**config.mk**
```make
export PLATFORM = sky130hd
export DESIGN_NAME = hsv_core_commit_flat
export DESIGN_NICKNAME = d
export VERILOG_FILES = /design/src/rtl/hsv_core_pkg.sv /design/src/rtl/hsv_core_commit_if.sv /design/src/rtl/hsv_core_commit_arbiter.sv /design/src/rtl/hsv_core_commit.sv /design/src/flat_wrapper.sv
export SDC_FILE = /design/constraint.sdc
export NUM_CORES = 1
export LEC_CHECK = 0
export CAP_MARGIN = 30
export CORE_AREA = 2 2 109 111
export CTS_CLUSTER_DIAMETER = 30
export DETAILED_ROUTE_END_ITERATION = 10
export DIE_AREA = 0 0 111 113
export PLACE_DENSITY = 0.81
export SYNTH_ARGS = -nofsm -noshare
export SYNTH_HDL_FRONTEND = slang
export SYNTH_SLANG_ARGS = --single-unit
```
**constraint.sdc**
```tcl
create_clock -name clk_core -period 5.2 [get_ports clk_core]
set_input_delay 0.78 -clock clk_core [delete_from_list [all_inputs] [get_ports clk_core]]
set_output_delay 0.78 -clock clk_core [all_outputs]
set_load 0.01 [all_outputs]
```
**src/rtl/hsv_core_pkg.sv**
```systemverilog
// hsv_core_pkg -- shared types for the hsv core commit slice.
//   reg_addr_t / word_t  : register address (5) and data word (32)
//   commit_data_t        : one unit's result presented to commit
//   unit_e / NUM_UNITS   : the result-producing units; the enum value is the
//                          bit index of that unit in valid/grant vectors
//   commit_state_e       : commit FSM states, exported for debug
package hsv_core_pkg;

  localparam int NUM_UNITS = 5;

  typedef logic [4:0]  reg_addr_t;
  typedef logic [31:0] word_t;

  typedef struct packed {
    reg_addr_t rd_addr;
    word_t     rd_value;
    logic      writeback;
    logic      trap;
  } commit_data_t;

  typedef enum logic [2:0] {
    UNIT_ALU         = 3'd0,
    UNIT_FOO         = 3'd1,
    UNIT_MEM         = 3'd2,
    UNIT_BRANCH      = 3'd3,
    UNIT_CTRL_STATUS = 3'd4
  } unit_e;

  typedef enum logic {
    ST_RUN        = 1'b0,
    ST_FLUSH_WAIT = 1'b1
  } commit_state_e;

endpackage

```
**src/rtl/hsv_core_commit_if.sv**
```systemverilog
// hsv_core_commit_if -- all non-clock signals of the commit stage.
//   Per unit u in {alu, foo, mem, branch, ctrl_status}:
//     <u>_commit_data, <u>_valid_i  (producer -> commit)
//     <u>_ready_o                   (commit -> producer)
//   Register-file side: wr_addr, wr_data, wr_en, commit_mask (commit -> core)
//   Flush: flush_req (commit -> core), flush_ack (core -> commit)
// Handshake: a result moves when <u>_valid_i and <u>_ready_o are both high on
// a rising clock edge; the producer holds valid and data stable until then,
// and ready never depends on anything but valids, FSM state and reset.
// modport master = producers/core side, modport slave = commit block.
interface hsv_core_commit_if;
  import hsv_core_pkg::*;

  commit_data_t alu_commit_data;
  logic         alu_valid_i;
  logic         alu_ready_o;
  commit_data_t foo_commit_data;
  logic         foo_valid_i;
  logic         foo_ready_o;
  commit_data_t mem_commit_data;
  logic         mem_valid_i;
  logic         mem_ready_o;
  commit_data_t branch_commit_data;
  logic         branch_valid_i;
  logic         branch_ready_o;
  commit_data_t ctrl_status_commit_data;
  logic         ctrl_status_valid_i;
  logic         ctrl_status_ready_o;

  reg_addr_t    wr_addr;
  word_t        wr_data;
  logic         wr_en;
  logic [31:0]  commit_mask;
  logic         flush_req;
  logic         flush_ack;

  modport master (
    output alu_commit_data, alu_valid_i, foo_commit_data, foo_valid_i,
           mem_commit_data, mem_valid_i, branch_commit_data, branch_valid_i,
           ctrl_status_commit_data, ctrl_status_valid_i, flush_ack,
    input  alu_ready_o, foo_ready_o, mem_ready_o, branch_ready_o,
           ctrl_status_ready_o, wr_addr, wr_data, wr_en, commit_mask, flush_req
  );

  modport slave (
    input  alu_commit_data, alu_valid_i, foo_commit_data, foo_valid_i,
           mem_commit_data, mem_valid_i, branch_commit_data, branch_valid_i,
           ctrl_status_commit_data, ctrl_status_valid_i, flush_ack,
    output alu_ready_o, foo_ready_o, mem_ready_o, branch_ready_o,
           ctrl_status_ready_o, wr_addr, wr_data, wr_en, commit_mask, flush_req
  );

endinterface

```
**src/rtl/hsv_core_commit_arbiter.sv**
```systemverilog
// hsv_core_commit_arbiter -- picks one unit result per cycle.
//   clk, rst_n : clock / async active-low reset (pointer state only)
//   valid      : request vector, bit index = unit_e
//   grant      : one-hot grant, zero when no request
// Build option HSV_COMMIT_ROUND_ROBIN_EN: round-robin starting at alu, the
// pointer moving to the unit after each grantee. Default: fixed priority
// ctrl_status > branch > mem > alu > foo, with no state at all.
module hsv_core_commit_arbiter
  import hsv_core_pkg::*;
(
  input  logic                 clk,
  input  logic                 rst_n,
  input  logic [NUM_UNITS-1:0] valid,
  output logic [NUM_UNITS-1:0] grant
);

`ifdef HSV_COMMIT_ROUND_ROBIN_EN
  logic [2:0] ptr_q;
  logic [2:0] grant_idx;
  logic [2:0] idx;
  logic [3:0] sum;
  logic       found;

  // Scan from the pointer, wrapping modulo NUM_UNITS.
  always_comb begin
    grant     = '0;
    grant_idx = ptr_q;
    found     = 1'b0;
    idx       = '0;
    sum       = '0;
    for (int k = 0; k < NUM_UNITS; k++) begin
      sum = {1'b0, ptr_q} + 4'(k);
      idx = (sum >= 4'(NUM_UNITS)) ? 3'(sum - 4'(NUM_UNITS)) : sum[2:0];
      if (!found && valid[idx]) begin
        found       = 1'b1;
        grant_idx   = idx;
        grant[idx]  = 1'b1;
      end
    end
  end

  always_ff @(posedge clk or negedge rst_n) begin
    if (!rst_n) begin
      ptr_q <= 3'(UNIT_ALU);
    end else if (found) begin
      ptr_q <= (grant_idx == 3'(NUM_UNITS - 1)) ? 3'd0 : grant_idx + 3'd1;
    end
  end
`else
  logic unused_clk_rst;
  assign unused_clk_rst = clk ^ rst_n;

  always_comb begin
    grant = '0;
    if      (valid[UNIT_CTRL_STATUS]) grant[UNIT_CTRL_STATUS] = 1'b1;
    else if (valid[UNIT_BRANCH])      grant[UNIT_BRANCH]      = 1'b1;
    else if (valid[UNIT_MEM])         grant[UNIT_MEM]         = 1'b1;
    else if (valid[UNIT_ALU])         grant[UNIT_ALU]         = 1'b1;
    else if (valid[UNIT_FOO])         grant[UNIT_FOO]         = 1'b1;
  end
`endif

endmodule

```
**src/rtl/hsv_core_commit.sv**
```systemverilog
// hsv_core_commit -- retires unit results into the register file.
//   clk_core, rst_core_n : core clock, async active-low reset
//   cif (slave)          : unit results/handshakes, register-file write
//                          port, commit_mask and flush_req/flush_ack
//   state_dbg            : current FSM state (RUN / FLUSH_WAIT)
// One result is accepted per cycle; its write appears one cycle later.
// A trapping result suppresses its write and parks the block in FLUSH_WAIT
// (no grants, flush_req high) until flush_ack is sampled high.
// Arbitration policy is chosen by HSV_COMMIT_ROUND_ROBIN_EN in the arbiter.
module hsv_core_commit
  import hsv_core_pkg::*;
(
  input  logic            clk_core,
  input  logic            rst_core_n,
  hsv_core_commit_if.slave cif,
  output commit_state_e   state_dbg
);

  commit_state_e          state_q, state_d;
  logic [NUM_UNITS-1:0]   valid_vec, grant;
  commit_data_t           unit_data [NUM_UNITS];
  commit_data_t           sel;
  logic                   xfer, do_write, grant_en;

  assign valid_vec[UNIT_ALU]         = cif.alu_valid_i;
  assign valid_vec[UNIT_FOO]         = cif.foo_valid_i;
  assign valid_vec[UNIT_MEM]         = cif.mem_valid_i;
  assign valid_vec[UNIT_BRANCH]      = cif.branch_valid_i;
  assign valid_vec[UNIT_CTRL_STATUS] = cif.ctrl_status_valid_i;

  assign unit_data[UNIT_ALU]         = cif.alu_commit_data;
  assign unit_data[UNIT_FOO]         = cif.foo_commit_data;
  assign unit_data[UNIT_MEM]         = cif.mem_commit_data;
  assign unit_data[UNIT_BRANCH]      = cif.branch_commit_data;
  assign unit_data[UNIT_CTRL_STATUS] = cif.ctrl_status_commit_data;

  // Reset is folded in so readies drop the instant reset asserts.
  assign grant_en = (state_q == ST_RUN) && rst_core_n;

  hsv_core_commit_arbiter u_arbiter (
    .clk   (clk_core),
    .rst_n (rst_core_n),
    .valid (valid_vec & {NUM_UNITS{grant_en}}),
    .grant (grant)
  );

  always_comb begin
    sel = '0;
    for (int k = 0; k < NUM_UNITS; k++) begin
      if (grant[k]) sel = unit_data[k];
    end
  end

  assign xfer     = |grant;
  assign do_write = xfer && !sel.trap && sel.writeback && (sel.rd_addr != '0);

  // FSM: state register
  always_ff @(posedge clk_core or negedge rst_core_n) begin
    if (!rst_core_n) state_q <= ST_RUN;
    else             state_q <= state_d;
  end

  // FSM: next state (flush_ack only matters in FLUSH_WAIT)
  always_comb begin
    state_d = state_q;
    case (state_q)
      ST_RUN:        if (xfer && sel.trap) state_d = ST_FLUSH_WAIT;
      ST_FLUSH_WAIT: if (cif.flush_ack)    state_d = ST_RUN;
      default:       state_d = ST_RUN;
    endcase
  end

  // FSM: outputs
  always_comb begin
    cif.flush_req           = (state_q == ST_FLUSH_WAIT);
    cif.alu_ready_o         = grant[UNIT_ALU];
    cif.foo_ready_o         = grant[UNIT_FOO];
    cif.mem_ready_o         = grant[UNIT_MEM];
    cif.branch_ready_o      = grant[UNIT_BRANCH];
    cif.ctrl_status_ready_o = grant[UNIT_CTRL_STATUS];
    state_dbg               = state_q;
  end

  // Write port: strobe/mask pulse for one cycle, address/data hold.
  always_ff @(posedge clk_core or negedge rst_core_n) begin
    if (!rst_core_n) begin
      cif.wr_en       <= 1'b0;
      cif.wr_addr     <= '0;
      cif.wr_data     <= '0;
      cif.commit_mask <= '0;
    end else begin
      cif.wr_en       <= do_write;
      cif.commit_mask <= do_write ? (32'd1 << sel.rd_addr) : 32'd0;
      if (do_write) begin
        cif.wr_addr <= sel.rd_addr;
        cif.wr_data <= sel.rd_value;
      end
    end
  end

endmodule

```
**src/flat_wrapper.sv**
```systemverilog
// flat-port wrapper written by rule: the top's interface ports become plain ports
module hsv_core_commit_flat import hsv_core_pkg::*;
  (clk_core, rst_core_n, state_dbg, cif_alu_commit_data, cif_alu_valid_i, cif_foo_commit_data, cif_foo_valid_i, cif_mem_commit_data, cif_mem_valid_i, cif_branch_commit_data, cif_branch_valid_i, cif_ctrl_status_commit_data, cif_ctrl_status_valid_i, cif_flush_ack, cif_alu_ready_o, cif_foo_ready_o, cif_mem_ready_o, cif_branch_ready_o, cif_ctrl_status_ready_o, cif_wr_addr, cif_wr_data, cif_wr_en, cif_commit_mask, cif_flush_req);
  hsv_core_commit_if cif_i ();
  input  logic clk_core;
  input  logic rst_core_n;
  output commit_state_e state_dbg;
  input wire logic [$bits(cif_i.alu_commit_data)-1:0] cif_alu_commit_data;
  input wire logic [$bits(cif_i.alu_valid_i)-1:0] cif_alu_valid_i;
  input wire logic [$bits(cif_i.foo_commit_data)-1:0] cif_foo_commit_data;
  input wire logic [$bits(cif_i.foo_valid_i)-1:0] cif_foo_valid_i;
  input wire logic [$bits(cif_i.mem_commit_data)-1:0] cif_mem_commit_data;
  input wire logic [$bits(cif_i.mem_valid_i)-1:0] cif_mem_valid_i;
  input wire logic [$bits(cif_i.branch_commit_data)-1:0] cif_branch_commit_data;
  input wire logic [$bits(cif_i.branch_valid_i)-1:0] cif_branch_valid_i;
  input wire logic [$bits(cif_i.ctrl_status_commit_data)-1:0] cif_ctrl_status_commit_data;
  input wire logic [$bits(cif_i.ctrl_status_valid_i)-1:0] cif_ctrl_status_valid_i;
  input wire logic [$bits(cif_i.flush_ack)-1:0] cif_flush_ack;
  output wire logic [$bits(cif_i.alu_ready_o)-1:0] cif_alu_ready_o;
  output wire logic [$bits(cif_i.foo_ready_o)-1:0] cif_foo_ready_o;
  output wire logic [$bits(cif_i.mem_ready_o)-1:0] cif_mem_ready_o;
  output wire logic [$bits(cif_i.branch_ready_o)-1:0] cif_branch_ready_o;
  output wire logic [$bits(cif_i.ctrl_status_ready_o)-1:0] cif_ctrl_status_ready_o;
  output wire logic [$bits(cif_i.wr_addr)-1:0] cif_wr_addr;
  output wire logic [$bits(cif_i.wr_data)-1:0] cif_wr_data;
  output wire logic [$bits(cif_i.wr_en)-1:0] cif_wr_en;
  output wire logic [$bits(cif_i.commit_mask)-1:0] cif_commit_mask;
  output wire logic [$bits(cif_i.flush_req)-1:0] cif_flush_req;
  assign cif_i.alu_commit_data = cif_alu_commit_data;
  assign cif_i.alu_valid_i = cif_alu_valid_i;
  assign cif_i.foo_commit_data = cif_foo_commit_data;
  assign cif_i.foo_valid_i = cif_foo_valid_i;
  assign cif_i.mem_commit_data = cif_mem_commit_data;
  assign cif_i.mem_valid_i = cif_mem_valid_i;
  assign cif_i.branch_commit_data = cif_branch_commit_data;
  assign cif_i.branch_valid_i = cif_branch_valid_i;
  assign cif_i.ctrl_status_commit_data = cif_ctrl_status_commit_data;
  assign cif_i.ctrl_status_valid_i = cif_ctrl_status_valid_i;
  assign cif_i.flush_ack = cif_flush_ack;
  assign cif_alu_ready_o = cif_i.alu_ready_o;
  assign cif_foo_ready_o = cif_i.foo_ready_o;
  assign cif_mem_ready_o = cif_i.mem_ready_o;
  assign cif_branch_ready_o = cif_i.branch_ready_o;
  assign cif_ctrl_status_ready_o = cif_i.ctrl_status_ready_o;
  assign cif_wr_addr = cif_i.wr_addr;
  assign cif_wr_data = cif_i.wr_data;
  assign cif_wr_en = cif_i.wr_en;
  assign cif_commit_mask = cif_i.commit_mask;
  assign cif_flush_req = cif_i.flush_req;
  hsv_core_commit u_core (.clk_core(clk_core), .rst_core_n(rst_core_n), .cif(cif_i), .state_dbg(state_dbg));
endmodule
```
==> results of run 1 <==
[cells in the final DEF, fill, tap and decap left out, drive strengths merged, types with 2 or more instances in the layout]
cell type and n:
a21o 4, inv 6, a32oi 2, nand2 46
nor2 48, a22o 3, or3b 2, mux2 32
clkinvlp 3, o2bb2ai 2, buf 14, nor3b 2
nand3b 2, nor2b 3, o211ai 2, a221o 11
nand2b 4, a21oi 4, and2 6, a222oi 21
and3b 2, nand3 8, nor4 2, a22oi 32
clkdlybuf4s50 278, clkbuf 9, dfrtp 71, o21ai 18
mux2i 2, nor4b 3
[through the flow]
step                setup WS (ps)  area [um^2]
floorplan                    2260         3990
global placement             1130         6880
detailed placement            877         6880
CTS                          1100         7190
global route                  954         7190
finish                       1080         7190
[kinds of logic (layout without fill, tap and decap cells)]
| group | count (synthesis) | count (layout) | synth area share (%) |
|---|---|---|---|
| AND/OR/NAND/NOR | 131 | 131 | 15.6 |
| other | 1 | 1 | 0.0941 |
| multiplexers | 34 | 34 | 12.3 |
| buffers and inverters | 35 | 312 | 4.90 |
| AO/OA/AOI/OAI | 109 | 109 | 22.5 |
| flip-flops | 71 | 71 | 44.6 |
[registers in the layout, indices dropped and copies added (netlist names)]
register                count
u_core.cif.commit_mask     32
u_core.cif.wr_data         32
u_core.cif.wr_addr          5
u_core.cif.flush_req        1
u_core.cif.wr_en            1
[per-layer routing]
metal | vias up | routed length [um]
met1 | 2075 | 6090
met2 | 270 | 8210
li1 | 1975 | -
met5 | - | 0
met4 | 0 | 401
met3 | 30 | 1320
[how the worst min path moves through the flow]
stage / start / end / slack, ps / cells past startpoint
4_1_cts: rst_core_n / u_core.cif.wr_data[2] / 350 / 1
3_3_place_gp: u_core.cif.wr_data[0] / u_core.cif.wr_data[0] / 490 / 1
3_5_place_dp: u_core.cif.wr_data[23] / u_core.cif.wr_data[23] / 490 / 1
5_1_grt: rst_core_n / u_core.cif.flush_req / 370 / 1
2_1_floorplan: rst_core_n / u_core.cif.commit_mask[0] / 480 / 0
6_report: rst_core_n / u_core.cif.flush_req / 350 / 1
[report_power, final]
| part | internal, uW | switching [uW] | leakage [uW] | total [uW] |
|---|---|---|---|---|
| Clock | 375 | 240 | 0.000139 | 615 |
| Sequential | 656 | 66.6 | 0.000956 | 722 |
| Combinational | 475 | 277 | 0.00187 | 752 |
| Total | 1510 | 584 | 0.00297 | 2090 |
[cell type report]
class	count	area (um^2)
multi-input cells	275	2030
fillers	916	4080
inverters	4	15.0
clock buffers	9	225
flip-flops and latches	71	1780
repair buffers	292	2890
clock inverters	7	78.8
well taps	143	179
==> key figures, run 1 <==
Status
  – Status: complete, no violations

Setup path
  – Crit path largest cell delay: 660 ps
  – Largest delay share family, worst path: buffers and inverters
  – Reg-to-Reg End: u_core.cif.wr_data[31]
  – Slowest cell on crit path: clkdlybuf4s50_1
  – Critical path depth in cells: 5
  – CP cell instances: clkdlybuf4s50_1 > nor4b_2 > and2_1 > buf_4 > clkdlybuf4s50_1
  – Reg2reg setup slack: ~2000 ps
  – CP Launch Point: cif_ctrl_status_valid_i
  – CP Class: in2out
  – Worst-path fanout max: 29
  – Worst Path Arrival: 3340 ps
  – Reg2reg start: u_core.cif.flush_req
  – Reg2reg path depth: 10
  – CP endpoint kind: primary output
  – Setup crit start kind: input port
  – Required @ worst endpoint: 4420 ps
  – Crit path top cell by count: clkdlybuf4s50_1
  – Worst path bufs/invs: 3
  – Critical Path End: cif_alu_ready_o

Clock tree
  – Clk buf depth: 2
  – CTS tree: yes
  – Total CTS buffers: 9
  – Post-CTS setup buffers: 0
  – Worst-Skew Late Latency: roughly 320 ps
  – Hold-fix buffers, CTS: 0
  – Clock root cell: clkbuf_16
  – CTS resizes: 0
  – Clock Sinks: 71
  – Worst-path clk slew: 60 ps
  – H-tree depth: 3

Synth
  – Netlist cell types: between 50 and 60
  – Yosys top cell by area: dfrtp_1
  – Post-synth top flop: dfrtp_1
  – Synth Instances: ~380
  – Syn_nets: between 500 and 600
  – Synth top area cells: dfrtp_1 45%, mux2_4 11%, a22oi_1 6.0%
  – Flops & latches, synth: 71
  – Yosys warns: 0
  – Cell area after synthesis: 3990 um^2
  – EDFF count, synth: 0
  – Most frequent cell after synthesis: dfrtp_1
  – Synth top cells by count: 71 x dfrtp_1, 48 x nor2_1, 46 x nand2_1
  – Syn Area/Cell: 10.5 um^2
  – Async SR Flop Fraction: 100%
  – Seq/Total Area, Yosys: about 45%
  – Fraction of synthesized cell area taken by the top area cell type: 44.6%

Detailed routing
  – Routed wire length: ~16 mm
  – Pre-antenna DRT Iters: 8
  – WL/cell: approximately 20 um
  – Vias/cell: 5.43
  – DRC Markers: 0
  – Number of DRC markers in iteration 0: 339
  – ANT nets after route: 0
  – Via count: about 4400

Global route
  – Vias in the first global route: between 4000 and 5000
  – Total gr overflow: 0
  – Top Usage Layer GRT: met2
  – Largest net degree at the start of global routing: 53
  – Met3 GRT Util: under 10%
  – Met1 Use GR: 28.8%
  – Met2 usage in global routing: between 40 and 50%
  – Antenna violations before repair: 0
  – First-pass GRT wire length: 24.4 mm
  – Total Routing Usage GR: 24.5%

Placement
  – Port Buf Inserts: around 280
  – Post-DP HPWL: 12.4 mm
  – RePlAce Congestion: 0.928
  – Placed insts: 785

Pwr
  – Worst VDD drop: between 0.15 and 0.2 mV
  – LEAKAGE: 0.00297 uW
  – Pwr Total: between 2000 and 2500 uW
  – Power Density: 291 nW/um^2

STA
  – Rel. slew slack: 57.4%
  – Crit path time final: approximately 4000 ps
  – FMAX: 243 MHz
  – RSZ-0062 raised after global routing: no
  – Min Hold Slack: 348 ps
  – Final Hold Fails: 0
  – Fin Setup TNS: 0 ps
  – Clock Skews: 5.38 ps
  – Slew @ Worst Pin: 638 ps
  – Slew Viols, Final: 0
  – Final setup viols: 0
  – Fin crit share: 79.3%

Final layout
  – Layout cells sized above 1: a little over a tenth
  – # diodes: 0
  – Nets@finish: around 860
  – Post-layout util: a little under two thirds
  – Area growth, synth to finish: 80.4%
  – Post-Layout Cell Count: about 800

Floorplanning
  – Core Region: 11300 um^2
  – Initial Util: 35.4%
  – Die height: between 100 and 150 um
  – Die area: 12500 um^2
  – Row Count: 39
  – # IOs: 280
  – Overall die width: 111 um

Min path
  – Hold WC Path Type: in2async

Job
  – Max cap viols: 0
Power figures use the tool's default switching activity.
==> run 2, diff against run 1 <==
--- a/config.mk
+++ b/config.mk
@@ -6,11 +6,11 @@
 export NUM_CORES = 1
 export LEC_CHECK = 0
 export CAP_MARGIN = 30
-export CORE_AREA = 2 2 109 111
+export CORE_ASPECT_RATIO = 1.75
+export CORE_UTILIZATION = 32
 export CTS_CLUSTER_DIAMETER = 30
 export DETAILED_ROUTE_END_ITERATION = 10
-export DIE_AREA = 0 0 111 113
-export PLACE_DENSITY = 0.81
+export PLACE_DENSITY = 0.78
 export SYNTH_ARGS = -nofsm -noshare
 export SYNTH_HDL_FRONTEND = slang
 export SYNTH_SLANG_ARGS = --single-unit
==> constraint.sdc (replaced) <==
create_clock -name clk_core -period 3.71 [get_ports clk_core]
set_input_delay 0.5565 -clock clk_core [delete_from_list [all_inputs] [get_ports clk_core]]
set_output_delay 0.5565 -clock clk_core [all_outputs]
set_load 0.01 [all_outputs]
==> key figures, run 2 (synthesis gave the netlist of run 1 again) <==
Status
  – Status: complete, no violations

Floorplanning
  – # IOs: 280 (unchanged)
  – Core Region: 12100 um^2 (+7.1%)
  – Initial Util: 33.0% (-2.3 points)
  – Row Count: 53 (+36%)
  – Die height: 150 um (+32%)
  – Overall die width: 86.4 um (-22%)
  – Die area: 12900 um^2 (+3.0%)

STA
  – Final Hold Fails: 0 (unchanged)
  – Crit path time final: around 3500 ps
  – Slew Viols, Final: 0 (unchanged)
  – FMAX: 287 MHz
  – Fin Setup TNS: 0 ps (unchanged)
  – Min Hold Slack: 45.5 ps (-303 ps)
  – Clock Skews: 3.95 ps (-1.44 ps)
  – Final setup viols: 0 (unchanged)
  – Fin crit share: 94.0%
  – RSZ-0062 raised after global routing: no

Final layout
  – Most common cell after layout, fill and taps aside: clkdlybuf4s50_1
  – Area growth, synth to finish: 82.5%
  – Nets@finish: 861 (+0.58%)
  – Post-route cell area: 7270 um^2 (+1.2%)
  – Layout cells sized above 1: 11.3% (+0.39 points)
  – Biggest regs: u_core.cif.commit_mask (32), u_core.cif.wr_data (32), u_core.cif.wr_addr (5)
  – # diodes: 0 (unchanged)
  – Most frequent cells in the layout: 278 x clkdlybuf4s50_1, 71 x dfrtp_1, 47 x nor2_1

Detailed routing
  – Vias/cell: 5.17 (-4.7%)
  – WL/cell: 18.3 um (-8.7%)
  – DRC Markers: 0 (unchanged)
  – Routed wire length: 15.1 mm (-5.7%)
  – Pre-antenna DRT Iters: 6 (-2)
  – ANT nets after route: 0 (unchanged)
  – Via count: 4279 (-1.6%)
  – Number of DRC markers in iteration 0: 273 (-19%)

Clock tree
  – Clk buf depth: 2 (unchanged)
  – Worst-Skew Late Latency: 330 ps (about the same)
  – Clock Sinks: 71 (unchanged)
  – Total CTS buffers: 9 (unchanged)
  – Clock root cell: clkbuf_16
  – H-tree depth: 3 (unchanged)
  – CTS tree: yes
  – Worst-path clk slew: 50 ps (about the same)
  – Post-CTS setup buffers: 0 (unchanged)
  – CTS resizes: 0 (unchanged)
  – Hold-fix buffers, CTS: 0 (unchanged)

Setup path
  – Reg2reg path depth: 8 (-2)
  – Required @ worst endpoint: 3150 ps (-1270 ps)
  – Worst-path fanout max: 33 (+14%)
  – Setup crit start kind: input port
  – CP endpoint kind: primary output
  – CP Class: in2out
  – Worst Path Arrival: 2930 ps (-410 ps)

Global route
  – Total Routing Usage GR: 23.5% (-0.99 points)
  – Vias in the first global route: 4505 (-1.2%)
  – Antenna violations before repair: 0 (unchanged)
  – First-pass GRT wire length: 22.7 mm (-6.8%)
  – Largest net degree at the start of global routing: 44 (-17%)
  – Total gr overflow: 0 (unchanged)

Min path
  – Hold WC Path Type: in2async

Pwr
  – Worst VDD drop: 0.198 mV (+8.1%)
  – Power Density: 402 nW/um^2 (+38%)
  – LEAKAGE: 0.00301 uW (+1.3%)
  – Pwr Total: 2930 uW (+40%)

Placement
  – Placement Cell Area: 6970 um^2 (+1.3%)
  – Post-DP HPWL: 12.3 mm (-1.0%)
  – RePlAce Congestion: 0.887 (-4.4%)
  – Port Buf Inserts: 279 (unchanged)

Job
  – Max cap viols: 0 (unchanged)
## run 2: cell count changes in the layout (fill, tap and decap cells not counted)
cell,before,now
buf_4,13,16
buf_12,0,2
clkbuf_8,0,2
clkinvlp_4,3,1
inv_6,2,0
clkbuf_1,0,1
clkinv_2,0,1
clkinv_4,1,0
## run 2: power breakdown
group | total, uW | switching (uW) | internal (uW)
combinational | 1060 | 383 | 673
sequential | 1010 | 94.3 | 920
clock | 855 | 303 | 552
total | 2930 | 780 | 2150
## run 2: final timing paths
kind,start,endpoint,slack [ps]
max,cif_ctrl_status_valid_i,cif_alu_ready_o,220
max in group asynchronous,rst_core_n,u_core.cif.wr_data[12],2580
min in group clk_core,u_core.cif.wr_data[6],u_core.cif.wr_data[6],510
min,rst_core_n,u_core.cif.flush_req,50
max reg2reg,u_core.cif.flush_req,u_core.cif.wr_data[1],1060
min reg2reg,u_core.cif.wr_data[6],u_core.cif.wr_data[6],510
## run 2: cell type report
type	instances	area (um^2)
multi-input combinational	275	2030
tap	165	206
clock buffer	12	256
sequential	71	1780
clock inverter	3	42.5
inverter	4	15.0
timing repair buffer	297	2950
fill	1038	4800
## run 2: critical path, stage by stage
cell and delay, ps:
clkdlybuf4s50_1 650, nor4b_2 420, and2_1 270, buf_4 380
clkdlybuf4s50_1 620
## run 2: per-stage QoR
step / std cells / utilization [%] / setup slack [ps]
finish: 827 / 60.3 / 222
floorplan: 381 / - / 995
global route: 827 / 60.3 / 102
CTS: 827 / 60.3 / 213
detailed placement: 812 / 57.8 / 138
global placement: 811 / 57.7 / 218
## run 2: per-layer routing
| layer | track usage (%) | vias up | wire [um] |
|---|---|---|---|
| li1 | - | 1987 | - |
| met1 | 24.2 | 2021 | 5070 |
| met2 | 43.8 | 231 | 8540 |
| met3 | 5.02 | 40 | 936 |
| met4 | 12.0 | 0 | 560 |
| met5 | 0 | - | 0 |
